--- src/rtl/nn_weight_loader_pkg.sv ---
// nn_weight_loader_pkg
// Shared definitions for the neuron weight loader: state encoding and
// counter-width helper used to size the neuron/weight counters.
package nn_weight_loader_pkg;

  localparam logic [1:0] IDLE   = 2'd0;
  localparam logic [1:0] BIAS   = 2'd1;
  localparam logic [1:0] WEIGHT = 2'd2;
  localparam logic [1:0] DONE   = 2'd3;

  typedef enum logic [1:0] {
    ST_IDLE   = IDLE,
    ST_BIAS   = BIAS,
    ST_WEIGHT = WEIGHT,
    ST_DONE   = DONE
  } state_t;

  // Bits needed to hold any value 0..max_count inclusive.
  function automatic int cnt_width(input int max_count);
    return $clog2(max_count + 1);
  endfunction

endpackage

--- src/rtl/nn_loader_outreg.sv ---
// nn_loader_outreg
// Registered write-bus stage of the weight loader. One cycle after an
// accepted word it pulses the matching strobe and presents the word, layer
// and neuron number. Value/number outputs hold while strobes are low.
// Ports:
//   clk, rst_n            clock, async active-low reset
//   abort                 suppresses any strobe registered this cycle
//   bias_acc, weight_acc  bias / weight word accepted this cycle
//   word                  accepted stream word
//   layer, neuron         target layer / neuron for the accepted word
//   weightValid, biasValid, weightValue, biasValue,
//   config_layer_num, config_neuron_num   write bus into the layer array
module nn_loader_outreg
  import nn_weight_loader_pkg::*;
#(
  parameter int dataWidth = 16
) (
  input  logic                 clk,
  input  logic                 rst_n,
  input  logic                 abort,
  input  logic                 bias_acc,
  input  logic                 weight_acc,
  input  logic [dataWidth-1:0] word,
  input  logic [31:0]          layer,
  input  logic [31:0]          neuron,
  output logic                 weightValid,
  output logic                 biasValid,
  output logic [dataWidth-1:0] weightValue,
  output logic [dataWidth-1:0] biasValue,
  output logic [31:0]          config_layer_num,
  output logic [31:0]          config_neuron_num
);

  logic bias_wr;
  logic weight_wr;

  assign bias_wr   = bias_acc & ~abort;
  assign weight_wr = weight_acc & ~abort;

  always_ff @(posedge clk or negedge rst_n) begin
    if (!rst_n) begin
      weightValid       <= 1'b0;
      biasValid         <= 1'b0;
      weightValue       <= '0;
      biasValue         <= '0;
      config_layer_num  <= '0;
      config_neuron_num <= '0;
    end else begin
      biasValid   <= bias_wr;
      weightValid <= weight_wr;
      if (bias_wr) biasValue <= word;
      if (weight_wr) weightValue <= word;
      if (bias_wr | weight_wr) begin
        config_layer_num  <= layer;
        config_neuron_num <= neuron;
      end
    end
  end

endmodule

--- src/rtl/nn_weight_loader.sv ---
// nn_weight_loader
// Initiator of the neuron configuration write interface. Consumes a host
// word stream (one bias then cfg_num_weights weights per neuron) and drives
// the layer write bus through nn_loader_outreg.
// Optional feature macro: NN_LOADER_CHECKSUM_EN (32-bit sum of accepted
// words, sign-extended); when undefined checksum is tied to 0.
// Ports:
//   clk, rst_n                         clock, async active-low reset
//   start, abort                       launch / cancel a load
//   cfg_layer, cfg_num_neurons,
//   cfg_num_weights                    load setup, sampled at start
//   s_data, s_valid, s_ready           host stream
//   weightValid, biasValid, weightValue, biasValue,
//   config_layer_num, config_neuron_num  layer write bus
//   busy, done, checksum               status
module nn_weight_loader
  import nn_weight_loader_pkg::*;
#(
  parameter int dataWidth  = 16,
  parameter int maxNeurons = 1024,
  parameter int maxWeights = 1024
) (
  input  logic                 clk,
  input  logic                 rst_n,
  input  logic                 start,
  input  logic                 abort,
  input  logic [31:0]          cfg_layer,
  input  logic [31:0]          cfg_num_neurons,
  input  logic [31:0]          cfg_num_weights,
  input  logic [dataWidth-1:0] s_data,
  input  logic                 s_valid,
  output logic                 s_ready,
  output logic                 weightValid,
  output logic                 biasValid,
  output logic [dataWidth-1:0] weightValue,
  output logic [dataWidth-1:0] biasValue,
  output logic [31:0]          config_layer_num,
  output logic [31:0]          config_neuron_num,
  output logic                 busy,
  output logic                 done,
  output logic [31:0]          checksum
);

  localparam int NW = cnt_width(maxNeurons);
  localparam int WW = cnt_width(maxWeights);
  localparam logic [NW-1:0] N_ONE = 1;
  localparam logic [WW-1:0] W_ONE = 1;

  state_t        state, state_nxt;
  logic [31:0]   layer_q;
  logic [NW-1:0] num_n_q, n_q, n_nxt;
  logic [WW-1:0] num_w_q, k_q, k_nxt;
  logic          done_q;
  logic          accept, load, empty_cfg, last_w, last_n;
  logic          bias_acc, weight_acc;

  assign s_ready    = ((state == ST_BIAS) || (state == ST_WEIGHT)) && !abort;
  assign accept     = s_valid & s_ready;
  assign load       = (state == ST_IDLE) && start && !abort;
  assign empty_cfg  = (cfg_num_neurons == 32'd0) || (cfg_num_weights == 32'd0);
  assign bias_acc   = accept && (state == ST_BIAS);
  assign weight_acc = accept && (state == ST_WEIGHT);
  assign last_w     = (k_q == (num_w_q - W_ONE));
  assign last_n     = (n_q == (num_n_q - N_ONE));

  always_comb begin
    state_nxt = state;
    n_nxt     = n_q;
    k_nxt     = k_q;
    case (state)
      ST_IDLE: begin
        if (load) begin
          n_nxt     = '0;
          k_nxt     = '0;
          state_nxt = empty_cfg ? ST_DONE : ST_BIAS;
        end
      end
      ST_BIAS: begin
        if (accept) state_nxt = ST_WEIGHT;
      end
      ST_WEIGHT: begin
        if (accept) begin
          if (last_w) begin
            k_nxt = '0;
            if (last_n) begin
              state_nxt = ST_DONE;
            end else begin
              n_nxt     = n_q + N_ONE;
              state_nxt = ST_BIAS;
            end
          end else begin
            k_nxt = k_q + W_ONE;
          end
        end
      end
      ST_DONE: begin
        n_nxt     = '0;
        state_nxt = ST_IDLE;
      end
      default: state_nxt = ST_IDLE;
    endcase
    if (abort) begin
      state_nxt = ST_IDLE;
      n_nxt     = '0;
      k_nxt     = '0;
    end
  end

  always_ff @(posedge clk or negedge rst_n) begin
    if (!rst_n) begin
      state   <= ST_IDLE;
      n_q     <= '0;
      k_q     <= '0;
      layer_q <= '0;
      num_n_q <= '0;
      num_w_q <= '0;
      done_q  <= 1'b0;
    end else begin
      state  <= state_nxt;
      n_q    <= n_nxt;
      k_q    <= k_nxt;
      // done trails the DONE state by one cycle, so it lands one cycle after
      // the last weight strobe (and two cycles after start for an empty load)
      done_q <= (state == ST_DONE) && !abort;
      if (load) begin
        layer_q <= cfg_layer;
        num_n_q <= cfg_num_neurons[NW-1:0];
        num_w_q <= cfg_num_weights[WW-1:0];
      end
    end
  end

  assign busy = (state != ST_IDLE);
  assign done = done_q;

  nn_loader_outreg #(
    .dataWidth(dataWidth)
  ) u_outreg (
    .clk              (clk),
    .rst_n            (rst_n),
    .abort            (abort),
    .bias_acc         (bias_acc),
    .weight_acc       (weight_acc),
    .word             (s_data),
    .layer            (layer_q),
    .neuron           ({{(32-NW){1'b0}}, n_q}),
    .weightValid      (weightValid),
    .biasValid        (biasValid),
    .weightValue      (weightValue),
    .biasValue        (biasValue),
    .config_layer_num (config_layer_num),
    .config_neuron_num(config_neuron_num)
  );

`ifdef NN_LOADER_CHECKSUM_EN
  logic [31:0] sum_q;

  always_ff @(posedge clk or negedge rst_n) begin
    if (!rst_n) begin
      sum_q <= '0;
    end else if (abort || load) begin
      sum_q <= '0;
    end else if (accept) begin
      sum_q <= sum_q + {{(32-dataWidth){s_data[dataWidth-1]}}, s_data};
    end
  end

  assign checksum = sum_q;
`else
  assign checksum = 32'd0;
`endif

endmodule

--- config.mk ---
export PLATFORM = sky130hd
export DESIGN_NAME = nn_weight_loader
export DESIGN_NICKNAME = d
export VERILOG_FILES = /design/src/rtl/nn_weight_loader_pkg.sv /design/src/rtl/nn_loader_outreg.sv /design/src/rtl/nn_weight_loader.sv
export SDC_FILE = /design/constraint.sdc
export NUM_CORES = 1
export LEC_CHECK = 0
export BUFFER_PORTS_ARGS = -buffer_cell sky130_fd_sc_hd__buf_2
export CORE_ASPECT_RATIO = 1.1
export CORE_UTILIZATION = 45
export DETAILED_ROUTE_END_ITERATION = 10
export GPL_TIMING_DRIVEN = 0
export PLACE_DENSITY = 0.72
export RECOVER_POWER = 100
export SLEW_MARGIN = 25
export SYNTH_ARGS = -nofsm -noshare
export SYNTH_HDL_FRONTEND = slang
export SYNTH_SLANG_ARGS = --single-unit
--- constraint.sdc ---
create_clock -name clk -period 4.1 [get_ports clk]
set_input_delay 0.615 -clock clk [delete_from_list [all_inputs] [get_ports clk]]
set_output_delay 0.615 -clock clk [all_outputs]
set_load 0.02 [all_outputs]
==> reports/qor.yml, run 1 <==
yosysWarnings: 0
cts_sinks: 156
drv_cap: 1
crit_required_ns: 4.42
diodes: 0
clk_path_buf_depth: 2
ctsHoldBuffers: 0
synth_area_leader_cell: "dfrtp_1"
first_global_vias: 5743
worst_pin_slew_ns: 3.03
grt_use_total_pct: 20.4
io-pin-count: 250
grt_pass1_wl_mm: 28.4
clkTransAtPathRegs_ns: 0.06
fill_cells: 1509
netlist_area_sq_um: 7770
rows: 50
die_y_microns: 140
nets: 1055
synth_edf_count: 0
yosysUniqueCellTypes: 56
max_freq_ghz: 0.280
dr_wl_met2_mm: 8.64
synth.area.top_cells: "dfrtp_1 (50%), mux2_2 (19%), buf_4 (5.1%), xnor2_1 (1.6%), nor4_1 (1.4%)"
cp-startpoint: "num_w_q[0]"
ys.flop_type: "dfrtp_1"
async_flop_share_pct: 100
setup_violations: 0
wl_met1_mm: 7.25
crit_path_max_fanout: 10
stdcell_area_sq_um: 9730
cts_root_buf: "clkbuf_16"
place_area_sq_um: 9270
power_mw: 6.41
fp.dieW_microns: 127
yosysSeqAreaShare_pct: 50.3
first_iter_violations: 322
rsz0062_at_grt: "no"
top_layer: "met4"
crit_arrival_ns: 3.89
hold_class: "in -> reg"
peakVddDrop_uv: 405
drc: 0
final-hold-violation-count: 0
status: "finished, violations left"
clock_skew_ns: 0.00913
num_vias: 5857
period_needed_ns: 3.58
start_kind: "flip-flop"
cts_tree: "done"
dr.pass1.iters: 5
finalMaxSlewViolations: 65
power.leakage_nw: 4.50
path_class: "reg -> reg"
final_layout_size_suffix_gt1_share_pct: 35.7
crit_path_end_kind: "flip-flop"
synthCells: 662
io_buffer_count: 196
ys_ff_latch: 156
area_growth_pct: 25.3
ant_nets: 0
initial_core_util_pct: 45.8
gp_congestion: 0.817
postCtsSetupBuffers: 0
wl_per_cell_microns: 14.7
min_from: "cfg_layer[21]"
wirelength_mm: 17.3
synth_most_common_cell: "dfrtp_1"
drt-vias-per-instance: 4.98
setup_tns_ns: 0
fin_crit_sh_pct: 87.3
failed_checks: "capacitance limit, slew limit"
insertion_delay_ns: 0.42
grt_antenna_before_repair: 0
post_cts_resized: 0
numCtsBuffers: 17
place_hpwl_mm: 13.0
powerDensity_nw_per_um2: 658
overflow: 0
timing.rr.start: "num_w_q[0]"
avgSynthCellArea_sq_um: 11.7
die_area_sq_um: 17800
wl_met3_mm: 1.11
htreeDepth: 4
synth_common_cells: "dfrtp_1 (156), mux2_2 (129), buf_4 (53)"
grt_max_degree: 93
yosysTopAreaCellShare_pct: 50.3
coreArea_sq_um: 17000
relSlewSlack_pct: -102
[cells in the final DEF, fill, tap and decap left out, types with 14 or more instances in the layout]
cell type,netlist,routed
a21oi_1,14,14
buf_2,0,115
buf_4,53,53
clkbuf_1,29,114
clkbuf_16,0,17
conb_1,1,53
dfrtp_1,156,156
inv_1,27,27
mux2_2,129,129
nand2_1,16,16
nand3_1,21,21
nand4_1,14,14
nor2_1,18,18
nor4_1,18,18
o31ai_1,14,14
xnor2_1,14,14
[sequential cells by signal, indices dropped and copies added (netlist names)]
register                    count
state                           2
num_n_q                        11
u_outreg.config_layer_num      32
k_q                            11
done                            1
layer_q                        32
n_q                            11
u_outreg.weightValue           16
u_outreg.biasValue             16
u_outreg.config_neuron_num     11
u_outreg.weightValid            1
u_outreg.biasValid              1
num_w_q                        11
[where the power goes]
part / internal (mW) / switching [mW]
Sequential: 2.13 / 0.385
Clock: 0.904 / 0.640
Combinational: 1.03 / 1.32
Total: 4.06 / 2.35
[worst paths after layout]
path | endpoint | slack [ns] | cells after the start
max | n_q[7] | 0.52 | 10
min | layer_q[21] | 0.42 | 2
max reg2reg | n_q[7] | 0.52 | 10
min reg2reg | layer_q[17] | 0.50 | 1
max in group asynchronous | k_q[5] | 0.98 | 1
min in group asynchronous | u_outreg.biasValue[13] | 1.38 | 1
[per-stage QoR]
| stage | util [%] | cells | hold WS, ns | worst slack [ns] |
|---|---|---|---|---|
| final | 57.4 | 1177 | 0.423 | 0.523 |
| after detailed placement | 54.7 | 1145 | 0.488 | 0.785 |
| after global placement | 54.5 | 1144 | 0.479 | 0.107 |
| after CTS | 58.1 | 1177 | 0.135 | 0.759 |
| after global routing | 57.4 | 1177 | 0.410 | 0.314 |
| after floorplan | - | 714 | 0.319 | 1.20 |
[metal layers]
layer	vias up	global-route usage, %
met4	0	6.39
met1	2807	25.1
met5	-	0
met2	200	34.0
li1	2827	-
met3	23	6.69
[cells by family after synthesis]
kind of cell    share of synthesized area, %
flops                                   50.3
simple gates                            10.6
mux                                     19.2
buf+inv                                 8.31
compound gates                          7.54
xor+xnor                                2.71
fa+ha+maj                               1.29
other cells                           0.0483
[cell type report]
class / instances / area [sq um] / area share, %
Multi-Input combinational cell: 443 / 3410 / 35.0
Buffer: 88 / 537 / 5.51
Tap cell: 234 / 293 / 3.01
Clock buffer: 20 / 437 / 4.49
Timing Repair Buffer: 197 / 913 / 9.38
Inverter: 27 / 101 / 1.04
Sequential cell: 156 / 3900 / 40.1
Clock inverter: 12 / 140 / 1.44
[critical path: stages (launching register included)]
cell	delay, ns
dfrtp_1	0.43
inv_1	0.08
ha_1	0.29
or4b_1	0.53
nor3_1	0.24
xnor2_1	0.16
a2111oi_4	0.64
nand3_1	0.16
or3_1	0.33
clkbuf_1	0.27
o41ai_4	0.34
Power figures use the tool's default switching activity.
==> inputs of run 2 (changes only) <==
--- a/config.mk
+++ b/config.mk
@@ -7,10 +7,9 @@
 export LEC_CHECK = 0
 export BUFFER_PORTS_ARGS = -buffer_cell sky130_fd_sc_hd__buf_2
 export CORE_ASPECT_RATIO = 1.1
-export CORE_UTILIZATION = 45
+export CORE_UTILIZATION = 51
 export DETAILED_ROUTE_END_ITERATION = 10
-export GPL_TIMING_DRIVEN = 0
-export PLACE_DENSITY = 0.72
+export PLACE_DENSITY = 0.8
 export RECOVER_POWER = 100
 export SLEW_MARGIN = 25
 export SYNTH_ARGS = -nofsm -noshare
==> run 2 against run 1 <==
Net effect: the flow still finishes with violations (capacitance limit, slew limit); hold slack lost 0.0093 ns; die area shrank 12%; sequential share of layout area grew 2.3 points; total power grew 0.85%; count of clock-buffer cells in the layout grew 1; critical path type unchanged; largest cell class unchanged.
==> reports/qor.yml, run 2 (same netlist as run 1, synthesis figures left out) <==
post_cts_resized: 0
crit_arrival_ns: 3.69
nets: 975
grt_max_degree: 92
failed_checks: "capacitance limit, slew limit"
drt-vias-per-instance: 5.43
peakVddDrop_uv: 468
num_vias: 5725
dp_cells: 1023
fin_util_pct: 62.9
clock_skew_ns: 0.00850
path_class: "reg -> reg"
fp.dieW_microns: 120
final_common_cell: "dfrtp_1"
layout.cells.non_filler: 1055
status: "finished, violations left"
fill_cells: 1170
first_global_vias: 5948
dr.pass1.iters: 4
io-pin-count: 250
area_growth_pct: 18.4
timing.rr.start: "num_w_q[0]"
cts_root_buf: "clkbuf_16"
r2r_cells: 9
grt_pass1_wl_mm: 29.0
grt_use_total_pct: 23.6
setup_violations: 0
drv_cap: 1
htreeDepth: 4
top_regs: "layer_q: 32 flops, u_outreg.config_layer_num: 32 flops"
crit_required_ns: 4.44
setup_tns_ns: 0
rows: 46
reg2reg_slack_ns: 0.75
most-common-layout-cells: "dfrtp_1 (156), mux2_2 (129), buf_2 (115), clkbuf_1 (85), conb_1 (53)"
gp_congestion: 0.895
postCtsSetupBuffers: 0
final_layout_size_suffix_gt1_share_pct: 33.4
drc: 0
holdWs_ns: 0.414
clkTransAtPathRegs_ns: 0.06
die_area_sq_um: 15700
place_hpwl_mm: 12.4
insertion_delay_ns: 0.43
start_kind: "flip-flop"
rsz0062_at_grt: "no"
hold_class: "in -> reg"
io_buffer_count: 196
ant_nets: 0
diodes: 0
powerDensity_nw_per_um2: 703
wl_per_cell_microns: 16.6
grt_antenna_before_repair: 0
initial_core_util_pct: 53.1
numCtsBuffers: 17
period_needed_ns: 3.35
hold_depth: 2
crit_path_end_kind: "flip-flop"
finalMaxSlewViolations: 66
max_freq_ghz: 0.298
coreArea_sq_um: 14600
ctsHoldBuffers: 0
power_mw: 6.46
overflow: 0
first_iter_violations: 249
wirelength_mm: 17.6
cts_tree: "done"
power.leakage_nw: 4.18
reg2reg_to: "k_q[4]"
relSlewSlack_pct: -106
cts_sinks: 156
die_y_microns: 131
min_from: "cfg_layer[10]"
final-hold-violation-count: 0
fin_crit_sh_pct: 81.7
clk_path_buf_depth: 2
holdPathEnd: "layer_q[10]"
worst_pin_slew_ns: 3.10
crit_path_max_fanout: 11
## run 2: cell types whose count changed in the layout (fill, tap and decap cells not counted), sizes merged
cell and delta:
inv +1, clkbuf -27, bufinv +1, buf -52, clkinvlp -3
## run 2: how the worst max path moves through the flow
stage	end	slack, ns	cells after the start	startpoint
floorplan	n_q[7]	1.20	10	num_w_q[0]
global placement	k_q[4]	0.89	9	num_w_q[0]
detailed placement	k_q[2]	0.79	9	num_w_q[0]
CTS	k_q[2]	0.76	9	num_w_q[0]
global route	k_q[10]	0.31	1	rst_n
finish	k_q[4]	0.75	9	num_w_q[0]
## run 2: area by class of cell
| type | count | area (sq um) | share of cell area [%] |
|---|---|---|---|
| flip-flops and latches | 156 | 3900 | 42.4 |
| multi-input cells | 443 | 3390 | 36.9 |
| repair buffers | 205 | 956 | 10.4 |
| clock buffers | 21 | 450 | 4.90 |
| well taps | 192 | 240 | 2.61 |
| clock inverters | 11 | 156 | 1.70 |
| inverters | 27 | 101 | 1.10 |
## run 2: metrics by stage
stage | area (sq um) | setup slack (ns)
2_1_floorplan | 7960 | 1.20
3_3_place_gp | 8730 | 0.895
3_5_place_dp | 8730 | 0.794
4_1_cts | 9340 | 0.762
5_1_grt | 9200 | 0.307
6_report | 9200 | 0.748
## run 2: layer usage
metal,up-vias,wire (microns),global-route usage (%),part of all wire [%]
met4,0,377,8.75,2.1
met1,2793,6870,27.1,39
li1,2666,-,-,-
met2,236,8910,40.1,51
met5,-,0,0,0
met3,30,1410,8.29,8.0
## run 2: critical path: stages, from the launching register on
cell       delay (ns)
dfrtp_1          0.41
inv_1            0.08
ha_1             0.26
or4b_1           0.51
or3_1            0.37
nand4_1          0.16
a2111oi_4        0.09
a21oi_1          0.69
nand2b_1         0.41
o22ai_1          0.28
## run 2: where the power goes
part | leakage, nW | internal [mW] | switching (mW)
Combinational | 1.92 | 0.995 | 1.29
Clock | 0.291 | 0.984 | 0.645
Sequential | 1.97 | 2.13 | 0.417
